$ cat src/rtl/ifetch_unit.sv
// Instruction fetch unit: walks fetch_pc through an asynchronous instruction memory
// and buffers {pc, instruction} pairs in a small FIFO for the decode stage.
module ifetch_unit #(
  parameter int                    DATA_WIDTH = 32,
  parameter logic [DATA_WIDTH-1:0] RESET_PC   = 32'hBFC00000,
  parameter int                    DEPTH      = 2
) (
  input  logic                  clk,
  input  logic                  rst,
  output logic [DATA_WIDTH-1:0] imem_addr,
  input  logic [DATA_WIDTH-1:0] imem_rdata,
  input  logic                  redirect_valid,
  input  logic [DATA_WIDTH-1:0] redirect_pc,
  output logic                  instr_valid,
  input  logic                  instr_ready,
  output logic [DATA_WIDTH-1:0] instr,
  output logic [DATA_WIDTH-1:0] instr_pc
);

  localparam int PTR_W = (DEPTH > 1) ? $clog2(DEPTH) : 1;
  localparam int CNT_W = $clog2(DEPTH + 1);

  logic [DATA_WIDTH-1:0] fetch_pc;
  logic [DATA_WIDTH-1:0] pc_mem  [DEPTH];
  logic [DATA_WIDTH-1:0] ins_mem [DEPTH];
  logic [PTR_W-1:0]      rd_ptr;
  logic [PTR_W-1:0]      wr_ptr;
  logic [CNT_W-1:0]      count;
  logic                  full;
  logic                  pop;
  logic                  push;
  logic [DATA_WIDTH-1:0] redirect_target;

  // Handshake: the head transfers on any edge where instr_valid and instr_ready are
  // both high; instr_valid never depends on instr_ready, and the head stays stable
  // until it is taken (or discarded by rst/redirect).
  assign full            = (count == CNT_W'(DEPTH));
  assign instr_valid     = (count != '0);
  assign pop             = instr_valid & instr_ready;
  assign push            = ~rst & ~redirect_valid & (~full | pop);
  assign redirect_target = redirect_pc & ~DATA_WIDTH'(3);
  assign imem_addr       = fetch_pc;
  assign instr           = instr_valid ? ins_mem[rd_ptr] : '0;
  assign instr_pc        = instr_valid ? pc_mem[rd_ptr] : '0;

  always_ff @(posedge clk) begin
    if (rst) begin
      fetch_pc <= RESET_PC;
      rd_ptr   <= '0;
      wr_ptr   <= '0;
      count    <= '0;
    end else if (redirect_valid) begin
      // A redirect drops everything buffered, even a head the consumer takes now.
      fetch_pc <= redirect_target;
      rd_ptr   <= '0;
      wr_ptr   <= '0;
      count    <= '0;
    end else begin
      if (push) begin
        wr_ptr   <= wr_ptr + 1'b1;
        fetch_pc <= fetch_pc + DATA_WIDTH'(4);
      end
      if (pop) begin
        rd_ptr <= rd_ptr + 1'b1;
      end
      case ({push, pop})
        2'b10:   count <= count + 1'b1;
        2'b01:   count <= count - 1'b1;
        default: count <= count;
      endcase
    end
  end

  // Storage has no reset; count gates every read of it.
  always_ff @(posedge clk) begin
    if (push) begin
      pc_mem[wr_ptr]  <= fetch_pc;
      ins_mem[wr_ptr] <= imem_rdata;
    end
  end

endmodule

$ cat config.mk
export PLATFORM = sky130hd
export DESIGN_NAME = ifetch_unit
export DESIGN_NICKNAME = d
export VERILOG_FILES = /design/src/rtl/ifetch_unit.sv
export SDC_FILE = /design/constraint.sdc
export NUM_CORES = 1
export LEC_CHECK = 0
export CAP_MARGIN = 20
export CORE_MARGIN = 5
export CORE_UTILIZATION = 55
export CTS_BUF_LIST = sky130_fd_sc_hd__clkbuf_8
export DETAILED_ROUTE_END_ITERATION = 16
export PLACE_DENSITY = 0.92
export SETUP_SLACK_MARGIN = 0.5
export SLEW_MARGIN = 10
export SYNTH_ARGS = -nofsm -noshare
export SYNTH_HDL_FRONTEND = slang
export SYNTH_SLANG_ARGS = --single-unit
export TNS_END_PERCENT = 30
$ cat constraint.sdc
create_clock -name clk -period 8.4 [get_ports clk]
set_input_delay 1.68 -clock clk [delete_from_list [all_inputs] [get_ports clk]]
set_output_delay 1.68 -clock clk [all_outputs]
set_load 0.05 [all_outputs]
# [After elaboration in Yosys (flattened, before gate mapping)]
# Memory sizes are Yosys's and may differ from the RTL's. A register that Yosys moved wholly into a read port is not among the register bits.
# Index checks and enable logic that the tools add are counted.
[op_classes] n_addsub=5 eq_ne=3 mux=11 bitwise=7 reduce_logical=4
[ops] cell="2-to-1 mux 32 bit" count=4
[ops] cell="adder 32 x 3 -> 32 bit, second input constant" count=1
[ops] cell="2-to-1 mux 1 bit" count=6
[ops] cell="nonzero test 2 bit" count=3
[ops] cell="equality test 2 bit, second input constant" count=2
[ops] cell="case mux 2 bit (2 select lines)" count=1
[ops] cell="bitwise AND 1 bit" count=3
[ops] cell="NOT 1 bit" count=3
[ops] cell="adder 1 bit, second input constant" count=2
[ops] cell="adder 2 x 1 -> 2 bit, second input constant" count=1
[ops] cell="equality test 2 x 1 -> 1 bit, second input constant" count=1
[ops] cell="OR reduction 2 bit" count=1
[ops] cell="subtractor 2 x 1 -> 2 bit, second input constant" count=1
[ops] cell="bitwise OR 1 bit" count=1
[totals] ff_bits=36 ram_bits=128 in_bits=68 output_inout_bits=97 memories=2
[mem_list] memory="ins_mem" words=2 word_bits=32 rd=1 rd_ports_with_merged_regs=1 wr=1 line_no="25" text="logic [DATA_WIDTH-1:0] ins_mem [DEPTH];"
[mem_list] memory="pc_mem" words=2 word_bits=32 rd=1 rd_ports_with_merged_regs=1 wr=1 line_no="24" text="logic [DATA_WIDTH-1:0] pc_mem [DEPTH];"

# [Logic depth before layout (Yosys ltp)]
[logic_depth] word_depth=6 ltp_mapped=6

# [Worst setup path before layout]
# No wires, ideal clock.
[synth_path] kind="input port to flip-flop" from="in rst" to="mem ins_mem[0][0], enable pin" setup_time_ps=482 arrival_time_ps=4818 path_slack_ps=3100 cell_stages=4 path_buffers=1 cell_sequence="buf_6 -> nor2_1 -> nand2_1 -> nor2_1"
[synth_via] elab_chain_cells=5
[synth_rtl] item="from (decl)" line_no="9" text="input logic rst,"
[synth_rtl] item="NOT 1 bit" line_no="40" text="assign push = ~rst & ~redirect_valid & (~full | pop);"
[synth_rtl] item="bitwise AND 1 bit (2 in a row)" line_no="40"
[synth_rtl] item="2-to-1 mux 1 bit" line_no="76" text="if (push) begin"
[synth_rtl] item="2-to-1 mux 1 bit (not written as such)" line_no="78" text="ins_mem[wr_ptr] <= imem_rdata;"
[synth_rtl] item="to (decl)" line_no="25"
# Every way passes these cells.

# [Worst setup path after layout]
[layout_path] from="in redirect_valid" to="mem pc_mem[0][11], enable pin"
[layout_via] elab_chain_cells=5
[layout_rtl] item="from (decl)" line_no="12" text="input logic redirect_valid,"
[layout_rtl] item="NOT 1 bit" line_no="40"
[layout_rtl] item="bitwise AND 1 bit (2 in a row)" line_no="40"
[layout_rtl] item="2-to-1 mux 1 bit" line_no="76"
[layout_rtl] item="2-to-1 mux 1 bit (not written as such)" line_no="77" text="pc_mem[wr_ptr] <= fetch_pc;"
[layout_rtl] item="to (decl)" line_no="24"
# Every way passes these cells.

==> flow_summary.ini <==
[sta]
setup_viol = 0
fmax_mhz = 210
slew_headroom = 0.272
post-route-period-util = 0.566
hold_viol_final = 0
period_minus_slack_ns = 4.75
tightest_slew_ns = 1.09
finClkSkew_ns = 0.0126
tns_ns = 0
drv_slew = 0
rsz0062_at_grt = no

[logic_synthesis]
synth-main-ff-cell = edfxtp_1
synth-simple-area-share = 0.148
syn_area_per_cell_sq_um = 12.7
synthMuxAreaShare = 0.0916
synthAdderAreaFrac = 0.00185
synth_top_family_by_area = simple AND/OR/NAND/NOR gates
seq_area_frac_synth = 0.653
synth_area_leaders = edfxtp_1 (55%), dfxtp_1 (10%), mux2i_1 (9.2%), nor2_1 (4.9%), clkbuf_1 (1.7%)
synth_top_area_share = 0.550
syn_area_sq_mm = 0.00678
synth-xor-area-share = 0.0142
synth-edff-count = 124
synth-seq-cells = 159
async_reset_ff_frac = 0
synth_compound_area_frac = 0.0632
synth_cell_type_count = 51
yosysTopAreaCell = edfxtp_1
syn_inst = 534
yosys_warnings = 0

[clock_network]
cts_root_buf = clkbuf_8
insertion_delay_ns = 0.43
h-tree-depth = 4
cts_hold_buf = 0
postCtsSetupBuffers = 0
clock_sinks = 159
clk_path_buf_depth = 2
cts_buffers = 17
ctsResizeCount = 0
clkTransAtPathRegs_ns = 0.08
cts_tree = built

[setup_path]
startpoint_type = input pin
crit_path_max_fanout = 38
worst-setup-path-type = input pin to flop
cp.required_ns = 8.47
end_kind = flop
cp.arrival_ns = 4.83
r2r_setup_slack_ns = 5.66

[final_layout]
fin_cells = 865
nets = 753
stdcell_area_sq_mm = 0.00888
seq_area_sq_mm = 0.00443
layout-drive-gt1-share = 0.0660
n_antenna_cell = 0
fillCellCount = 792
syn_to_final_growth_pct = 31.0
multi_input_area_sq_mm = 0.00219

[global_route]
grt.overflow.total = 0
grt_pass1_vias = 4993
grt_pass1_wl_um = 25700
antenna_found_initial = 0
grt_max_degree = 64
track_usage = 0.223

[power_and_ir_drop]
power_density_mw_per_mm2 = 194
clkPwrFrac = 0.317
p_sw_frac = 0.273
p_sw_w = 0.000470
seq_power_share = 0.531
pwr-share-comb = 0.153
p_leak_nw = 2.82
ir_drop_mv = 0.0903
p_int_w = 0.00125

[drt]
drtAntennaViolNets = 0
num_vias = 5060
first_pass_iters = 5
drc_errors = 0
first_iter_violations = 698
wire_per_inst_um = 18.9
wl_um = 16400
viasPerCell = 5.85

[die]
die_w_um = 121
dieArea_sq_mm = 0.0146
initial_core_util = 0.562
core_area_sq_mm = 0.0121
io_pins = 165
die_h_um = 121
rows = 40

[placement]
placed_cell_area_sq_mm = 0.00849
dp_hpwl_um = 11000
dpl.cell_count = 833
place.port_buffers = 158
finalWeightedCongestion = 0.913

[hold_path]
min_path_type = flop to flop

[run]
drv_cap = 0

[run_status]
status = finished clean
-- state kept, by name (all words and copies together), names as in the netlist, named ones only --
signal,count
imem_addr,30
pc_mem,60
rd_ptr,1
count,2
ins_mem,64
wr_ptr,1
-- cells by family after synthesis --
| family | after synthesis |
|---|---|
| AO/OA/AOI/OAI | 56 |
| other | 1 |
| multiplexers | 62 |
| XOR/XNOR | 11 |
| adder cells (fa/ha/maj) | 1 |
| flip-flops | 159 |
| buffers and inverters | 43 |
| AND/OR/NAND/NOR | 201 |
-- Yosys cell counts, drive strengths merged, types with 2 or more instances --
| cell | number |
|---|---|
| or3 | 12 |
| and3 | 9 |
| edfxtp | 124 |
| xnor2 | 8 |
| nand2 | 19 |
| or2 | 2 |
| o21ai | 5 |
| mux2i | 62 |
| or4 | 11 |
| o311a | 3 |
| inv | 7 |
| nor3 | 8 |
| nor2b | 2 |
| a211oi | 9 |
| and2 | 2 |
| nor2 | 88 |
| o31a | 2 |
| o31ai | 6 |
| nor3b | 2 |
| xor2 | 3 |
| dfxtp | 35 |
| nor4 | 9 |
| nand4 | 16 |
| a31oi | 5 |
| a311oi | 7 |
| clkbuf | 31 |
| a32oi | 2 |
| nand3 | 14 |
| a21oi | 4 |
| buf | 5 |
| a41oi | 2 |
| and4 | 4 |
| o211ai | 2 |
-- routing by layer --
metal  up-vias  routed length [um]  GRT usage
li1       2327                   -          -
met1      2410                6330      0.279
met2       277                8200      0.376
met3        46                1450     0.0564
met4         0                 405     0.0836
met5         -                   0          0
-- metrics by stage --
stage	util	hold WS (ns)	setup slack, ns	total power (W)
after floorplan	-	0.472	3.10	0.00108
after global placement	0.704	0.483	3.44	0.00118
after detailed placement	0.704	0.492	3.29	0.00119
after CTS	0.736	0.511	3.70	0.00173
after global routing	0.736	0.544	3.52	0.00178
final	0.736	0.517	3.65	0.00172
-- cell type report --
type	instances	share of cell area
clock buffer	18	0.0279
clock inverter	14	0.0162
inverter	7	0.00296
multi-input combinational	335	0.247
sequential	159	0.499
tap	168	0.0237
timing repair buffer	164	0.183
-- critical path: stages --
cell and delay [ns]:
clkdlybuf4s50_1 0.90, nor2_1 0.71, nand2_1 0.27, nor2_4 0.66, buf_4 0.58
-- layout by cell type (no fill, tap or decap), drive strengths merged, types with 2 or more instances in the layout --
| master | netlist | routed |
|---|---|---|
| a311oi | 7 | 7 |
| or3 | 12 | 12 |
| nor3b | 2 | 2 |
| or4 | 11 | 11 |
| or2 | 2 | 2 |
| buf | 5 | 6 |
| a41oi | 2 | 2 |
| and2 | 2 | 2 |
| bufinv | 0 | 2 |
| a32oi | 2 | 2 |
| nand2 | 19 | 19 |
| nor2 | 88 | 88 |
| dfxtp | 35 | 35 |
| edfxtp | 124 | 124 |
| a31oi | 5 | 5 |
| o311a | 3 | 3 |
| xor2 | 3 | 3 |
| clkbuf | 31 | 18 |
| clkdlybuf4s50 | 0 | 158 |
| and4 | 4 | 4 |
| nor4 | 9 | 9 |
| nand4 | 16 | 16 |
| inv | 7 | 10 |
| o211ai | 2 | 2 |
| conb | 1 | 4 |
| nor2b | 2 | 2 |
| o21ai | 5 | 5 |
| a21oi | 4 | 4 |
| clkinvlp | 0 | 5 |
| a211oi | 9 | 9 |
| clkinv | 0 | 4 |
| mux2i | 62 | 62 |
| o31a | 2 | 2 |
| xnor2 | 8 | 8 |
| nand3 | 14 | 14 |
| o31ai | 6 | 6 |
| and3 | 9 | 9 |
| nor3 | 8 | 8 |
-- final timing paths --
path / from / endpoint / cells after the start
setup / recovery: redirect_valid / pc_mem[0][11]$_DFFE_PP_ / 5
setup reg to reg: count[0]$_SDFFE_PN0P_ / pc_mem[0][11]$_DFFE_PP_ / 4
hold reg to reg: rd_ptr$_SDFFE_PN0P_ / flop / 2
hold / removal: rd_ptr$_SDFFE_PN0P_ / flop / 2
-- power groups by stage --
stage / Clock, W / Sequential [W] / Combinational (W)
2_1_floorplan: 0 / 0.000953 / 0.000130
3_3_place_gp: 0 / 0.000925 / 0.000256
3_5_place_dp: 0 / 0.000929 / 0.000261
4_1_cts: 0.000553 / 0.000911 / 0.000263
5_1_grt: 0.000591 / 0.000916 / 0.000276
6_report: 0.000544 / 0.000911 / 0.000262
(Power assumes the default switching activity.)
